[src/rtl/vram_arbiter.sv]
// vram_arbiter: shares one single-port synchronous VRAM between the display
// scanout fetcher (absolute priority) and the CPU bus (req/ack handshake).
// Two-edge fixed latency: grant/register at E0, VRAM samples at E1,
// read data captured and valid/ack pulsed at E2. Each grant carries an owner
// tag down a short valid pipeline so responses are routed correctly.
module vram_arbiter #(
    parameter int ADDR_W  = 16,
    parameter int DATA_W  = 16,
    parameter int STALL_W = 16
) (
    input  logic               CLK,
    input  logic               RST,
    input  logic               on_screen,
    input  logic               disp_req,
    input  logic [ADDR_W-1:0]  disp_addr,
    output logic [DATA_W-1:0]  disp_data,
    output logic               disp_valid,
    input  logic               cpu_req,
    input  logic               cpu_we,
    input  logic [ADDR_W-1:0]  cpu_addr,
    input  logic [DATA_W-1:0]  cpu_wdata,
    output logic               cpu_ack,
    output logic [DATA_W-1:0]  cpu_rdata,
    output logic               mem_en,
    output logic               mem_we,
    output logic [ADDR_W-1:0]  mem_addr,
    output logic [DATA_W-1:0]  mem_wdata,
    input  logic [DATA_W-1:0]  mem_rdata,
    output logic [STALL_W-1:0] stall_count,
    input  logic               stall_clr
);

    // Owner tag carried alongside each access through the pipeline.
    typedef struct packed {
        logic vld;
        logic cpu;
        logic we;
    } tag_t;

    // Stage 0 is the access issued to VRAM, stage STAGES is the one whose
    // read data is on mem_rdata this cycle.
    localparam int STAGES = 1;

    tag_t [STAGES:0] vld_pipe;
    tag_t            a_tag;
    logic            cpu_busy;
    logic            grant_disp;
    logic            grant_cpu;
    logic            stall_inc;
    logic            resp_disp;
    logic            resp_cpu;

    // Grant decision: display always wins; CPU only when idle and not in flight.
    always_comb begin
        grant_disp = disp_req;
        grant_cpu  = !disp_req && cpu_req && !cpu_busy;
        stall_inc  = disp_req && cpu_req && !cpu_busy && on_screen;
        a_tag.vld  = grant_disp || grant_cpu;
        a_tag.cpu  = grant_cpu;
        a_tag.we   = grant_cpu && cpu_we;
        resp_disp  = vld_pipe[STAGES].vld && !vld_pipe[STAGES].cpu;
        resp_cpu   = vld_pipe[STAGES].vld && vld_pipe[STAGES].cpu;
    end

    // Stage A: register the VRAM command; address/data hold when idle.
    always_ff @(posedge CLK or posedge RST) begin
        if (RST) begin
            mem_en    <= 1'b0;
            mem_we    <= 1'b0;
            mem_addr  <= '0;
            mem_wdata <= '0;
        end else begin
            mem_en <= grant_disp || grant_cpu;
            mem_we <= grant_cpu && cpu_we;
            if (grant_disp) begin
                mem_addr <= disp_addr;
            end else if (grant_cpu) begin
                mem_addr  <= cpu_addr;
                mem_wdata <= cpu_wdata;
            end
        end
    end

    // Owner tag shift register; reset drops anything in flight.
    always_ff @(posedge CLK or posedge RST) begin
        if (RST) begin
            vld_pipe <= '0;
        end else begin
            vld_pipe[0] <= a_tag;
            for (int i = 1; i <= STAGES; i++) begin
                vld_pipe[i] <= vld_pipe[i-1];
            end
        end
    end

    // CPU in-flight flag: set on grant, cleared on the edge that drives the ack.
    always_ff @(posedge CLK or posedge RST) begin
        if (RST) begin
            cpu_busy <= 1'b0;
        end else if (grant_cpu) begin
            cpu_busy <= 1'b1;
        end else if (resp_cpu) begin
            cpu_busy <= 1'b0;
        end
    end

    // Stage B: capture read data and pulse the owner's valid/ack.
    always_ff @(posedge CLK or posedge RST) begin
        if (RST) begin
            disp_valid <= 1'b0;
            disp_data  <= '0;
            cpu_ack    <= 1'b0;
            cpu_rdata  <= '0;
        end else begin
            disp_valid <= resp_disp;
            cpu_ack    <= resp_cpu;
            if (resp_disp) begin
                disp_data <= mem_rdata;
            end
            // Writes ack without disturbing the last read value.
            if (resp_cpu && !vld_pipe[STAGES].we) begin
                cpu_rdata <= mem_rdata;
            end
        end
    end

    // Saturating count of visible-region CPU stalls; clear beats increment.
    always_ff @(posedge CLK or posedge RST) begin
        if (RST) begin
            stall_count <= '0;
        end else if (stall_clr) begin
            stall_count <= '0;
        end else if (stall_inc && (stall_count != '1)) begin
            stall_count <= stall_count + 1'b1;
        end
    end

endmodule

[config.mk]
export PLATFORM = sky130hd
export DESIGN_NAME = vram_arbiter
export DESIGN_NICKNAME = d
export VERILOG_FILES = /design/src/rtl/vram_arbiter.sv
export SDC_FILE = /design/constraint.sdc
export NUM_CORES = 1
export LEC_CHECK = 0
export CORE_UTILIZATION = 48
export CTS_BUF_LIST = sky130_fd_sc_hd__clkbuf_4
export DETAILED_ROUTE_END_ITERATION = 12
export PLACE_DENSITY = 0.91
export SYNTH_ARGS = -nofsm -noshare
export SYNTH_HDL_FRONTEND = slang
export SYNTH_SLANG_ARGS = --single-unit
[constraint.sdc]
create_clock -name CLK -period 10.5 [get_ports CLK]
set_input_delay 3.15 -clock CLK [delete_from_list [all_inputs] [get_ports CLK]]
set_output_delay 3.15 -clock CLK [all_outputs]
set_load 0.01 [all_outputs]
* Word-level counts from Yosys, hierarchy flattened
Cells that the tools add are included.
** Word-level totals
- Flip-flop bits (word level) :: 89
- Bits of input ports :: 71
- Output and inout bits :: 84
- Logic and storage cells :: 42
** Cells by class
- $add $sub $neg :: 1
- Equal/unequal tests :: 1
- Multiplexer cells :: 6
- Bitwise gates (word level) :: 1
- Reduce and logical (&&, ||, !) cells :: 19
** Operators with widths (count)
- $mux 16 :: 4
- $add 16x1->16 const B :: 1
- $ne 16x16->1 const B :: 1
- $logic_and 1x1->1 :: 10
- $reduce_bool 2->1 :: 3
- $logic_not 1->1 :: 4
- $mux 1 :: 2
- $reduce_and 2->1 :: 1
- $logic_or 1x1->1 :: 1
- $not 1->1 :: 1

* Depth between registers and ports, before layout
- Depth after elaboration :: 6
- Gate-level depth with buffers :: 6
- Gate-level depth less buffers :: 5

* Worst setup path before layout
Ideal clock, no wire load.
- Kind :: input to register
- Start point :: input port disp_req
- End point :: register mem_wdata[7]
- Library setup time :: 0.125 ns
- Data arrival time :: 4.239 ns
- Required time :: 10.375 ns
- Setup slack :: 6.136 ns
- Stages :: 4
- Path buffers :: 2
- Cell sequence :: buf_2 nor2_2 buf_2 mux2_2
** RTL lines
- start, declared :: line 14 : input logic disp_req,
- end signal, assigned :: line 79 : mem_wdata <= cpu_wdata;
- end, declared :: line 27 : output logic [DATA_W-1:0] mem_wdata,

* Worst setup path after layout
- Start point :: input port disp_req
- End point :: register stall_count[15]
** Between the ends
- Cells in the longest elaborated chain, start to end :: 5
** RTL lines
- $logic_and 1x1->1 (3 in a row) :: line 57 : stall_inc = disp_req && cpu_req && !cpu_busy && on_screen;
- $logic_and 1x1->1 :: line 133 : end else if (stall_inc && (stall_count != '1)) begin
- $reduce_bool 2->1 (no line)
- end signal, assigned :: line 134 : stall_count <= stall_count + 1'b1;
- end, declared :: line 29 : output logic [STALL_W-1:0] stall_count,
Every way passes these cells.
A chain may end at the register's enable or synchronous reset.

==> metrics <==
status=finished, final reports clean; Synth Area in Simple Gates=10.9%; initial antenna violation count=0; antenna fix cells=0; crit end category=flop; Congestion Overflow GR=0; most common cell in the netlist=dfrtp_1; first-pass GRT wire length=14200 µm; hold_sp=vld_pipe[1]; multiplexer area fraction after synthesis=19.2%; mean routed wirelength per cell=15.3 µm; synthesized area per cell=12.8 µm²; Port Buffers=154; # fillers=521; Post-Synth XOR/XNOR Area=0%; combinational family with the most area after synthesis=multiplexers; All-Layer GR Usage=between 20% and 30%; fraction of registers with async set/reset=100%; syn_nets=about 360; CP startpoint kind=input port; Final Core Density=73.8%; CTS Sinks=89; largest net degree at the start of global routing=90; Post-Route WL=8380 µm; final setup fails=0; reg2reg setup slack=8.67 ns; Resize count post-CTS=0; Clock Latency Late Sink=about 0.42 ns; die area=8090 µm²; Leak=~2.3 nW; Max Freq=181 MHz; Sum Neg Setup Slack=0 ns; Slew Limit Fails=0; Hold Slack=0.359 ns; number of nets in the layout=516; H-tree levels=3; HP Class=flop to flop; Bufs on Longest Clock Path=2; DR pass1 iterations=5; Synth Cell Area=3710 µm²; Crit Reg-Reg Endpoint=stall_count[15]; Hold EP=vld_pipe[4]; Critical R2R Launch=cpu_busy; Final Total Pwr=around 0.00063 W; P&R area growth vs syn=46.6%; Hold Path Stages=0; top_reg_cell synth=dfrtp_1; Adder-Cell Fraction of Synth Area=0.337%; DRC violations left=0; hpwl dp=approximately 6200 µm; WP data arrival=5.82 ns; Synth Area in Compound Gates=7.05%; number of synthesized flops with an enable pin=0; dominant cell type by area after synthesis=dfrtp_1; drt via density=5.25; reg2reg path depth=4; final setup skew=0.0177 ns; largest cells by area after synthesis=dfrtp_1, mux2_1, mux2_2; Critical Path RT=10.80 ns; Max VDD drop=0.0000933 V; Die H=between 80 and 90 µm; critical path type=input port to flop; postcts setup bufs=0; distinct cell type count after synthesis=41; via count of the first global-routing pass=2921; Final Cycle Share=52.6%; RSZ-0062 raised after global routing=no; worst slew pin tran=1.17 ns; placed cell area=5330 µm²; post-route minimum period=5.53 ns; finished layout cell area=5440 µm²; Syn. warnings=0; Final ANT Viol Nets=0; # rows=31; commonest cells in the netlist=dfrtp_1, mux2_1, o21ai_0; Num CTS Buffers=9; DR vias=roughly 2900; pwr/cell area=116 nW/µm²; drt initial violations=88; Core Region=7370 µm²; clock root buffer=clkbuf_4; CTS tree=done; Max Cap Viol=0; share of the synthesized area in the top cell type=between 60% and 70%; Initial Util=between 50% and 60%; CP Max Fanout=21; Die X=roughly 90 µm; gpl congestion=approximately 0.8; final hold vios=0; register bit count reported by yosys=89; cells after synthesis=291; layout cells sized above 1=10.5%; Reg clk slew, reported paths=0.13 ns; Slew HR=21.8%; Hold Buf Count CTS=0; Seq/Total Area, Yosys=60.0%; I/O pin count=between 150 and 200
[through the flow]
| stage | setup slack, ns | std cells |
|---|---|---|
| detailed placement | 4.54 | 532 |
| global route | 4.82 | 547 |
| finish | 4.97 | 547 |
| CTS | 4.98 | 547 |
| floorplan | 5.04 | 291 |
| global placement | 4.63 | 532 |
[worst max path at each step]
stage / end / startpoint
6_report: stall_count[15] / disp_req
4_1_cts: stall_count[15] / disp_req
3_5_place_dp: stall_count[15] / disp_req
3_3_place_gp: stall_count[15] / disp_req
2_1_floorplan: cpu_ack / RST
5_1_grt: stall_count[15] / disp_req
[power by group]
group	switching [W]	leakage [nW]	internal [W]	total, W
Sequential	0.00000816	1.13	0.000359	0.000367
Clock	0.000114	0.0638	0.0000485	0.000162
Combinational	0.0000381	1.12	0.0000619	0.000100
[worst max-delay path, stage by stage]
cell	delay, ns
clkdlybuf4s50_1	1.25
and4b_1	0.55
nand4_4	0.21
nor4_1	0.31
mux2_1	0.35
[placed cells by master (no fill, tap or decap), types with 2 or more instances in the layout]
| master | n |
|---|---|
| nand4_1 | 4 |
| and4_1 | 3 |
| nand3_1 | 5 |
| inv_1 | 6 |
| and3_1 | 2 |
| clkbuf_4 | 9 |
| mux2_1 | 25 |
| nand2_1 | 22 |
| nor3_1 | 3 |
| clkinv_4 | 3 |
| o21ai_0 | 25 |
| or3_1 | 8 |
| nor2_1 | 2 |
| mux2_2 | 24 |
| o31ai_1 | 3 |
| nor2b_1 | 2 |
| clkinv_2 | 2 |
| buf_4 | 2 |
| dfrtp_1 | 89 |
| and2_1 | 3 |
| a211oi_1 | 2 |
| mux2i_1 | 16 |
| a21oi_1 | 11 |
| clkdlybuf4s50_1 | 154 |
| nor4_1 | 3 |
[sequential cells by signal, summed over array words and instances (netlist names)]
name and flops:
mem_wdata 16, cpu_rdata 16, disp_valid 1, mem_addr 16, cpu_busy 1, vld_pipe 6, cpu_ack 1, disp_data 16
stall_count 16
[layout make-up]
cell class | count | area [µm²] | share of cell area, %
Clock buffer | 9 | 67.6 | 1.24
Clock inverter | 6 | 43.8 | 0.805
Inverter | 7 | 27.5 | 0.506
Timing Repair Buffer | 156 | 1560 | 28.6
Multi-Input combinational cell | 181 | 1400 | 25.6
Sequential cell | 89 | 2230 | 40.9
Tap cell | 99 | 124 | 2.28
[layer usage]
metal	up-vias	global-route usage, %	part of all wire (%)
met5	-	0	0
met4	0	10.1	2.4
met3	14	4.91	5.9
met2	120	38.3	52
met1	1378	26.2	40
li1	1359	-	-
[logic make-up after synthesis]
group                    Yosys count
flip-flops                        89
AND/OR/NAND/NOR                   68
multiplexers                      65
AO/OA/AOI/OAI                     47
buffers and inverters             21
adder cells (fa/ha/maj)            1
Power figures use the tool's default switching activity.
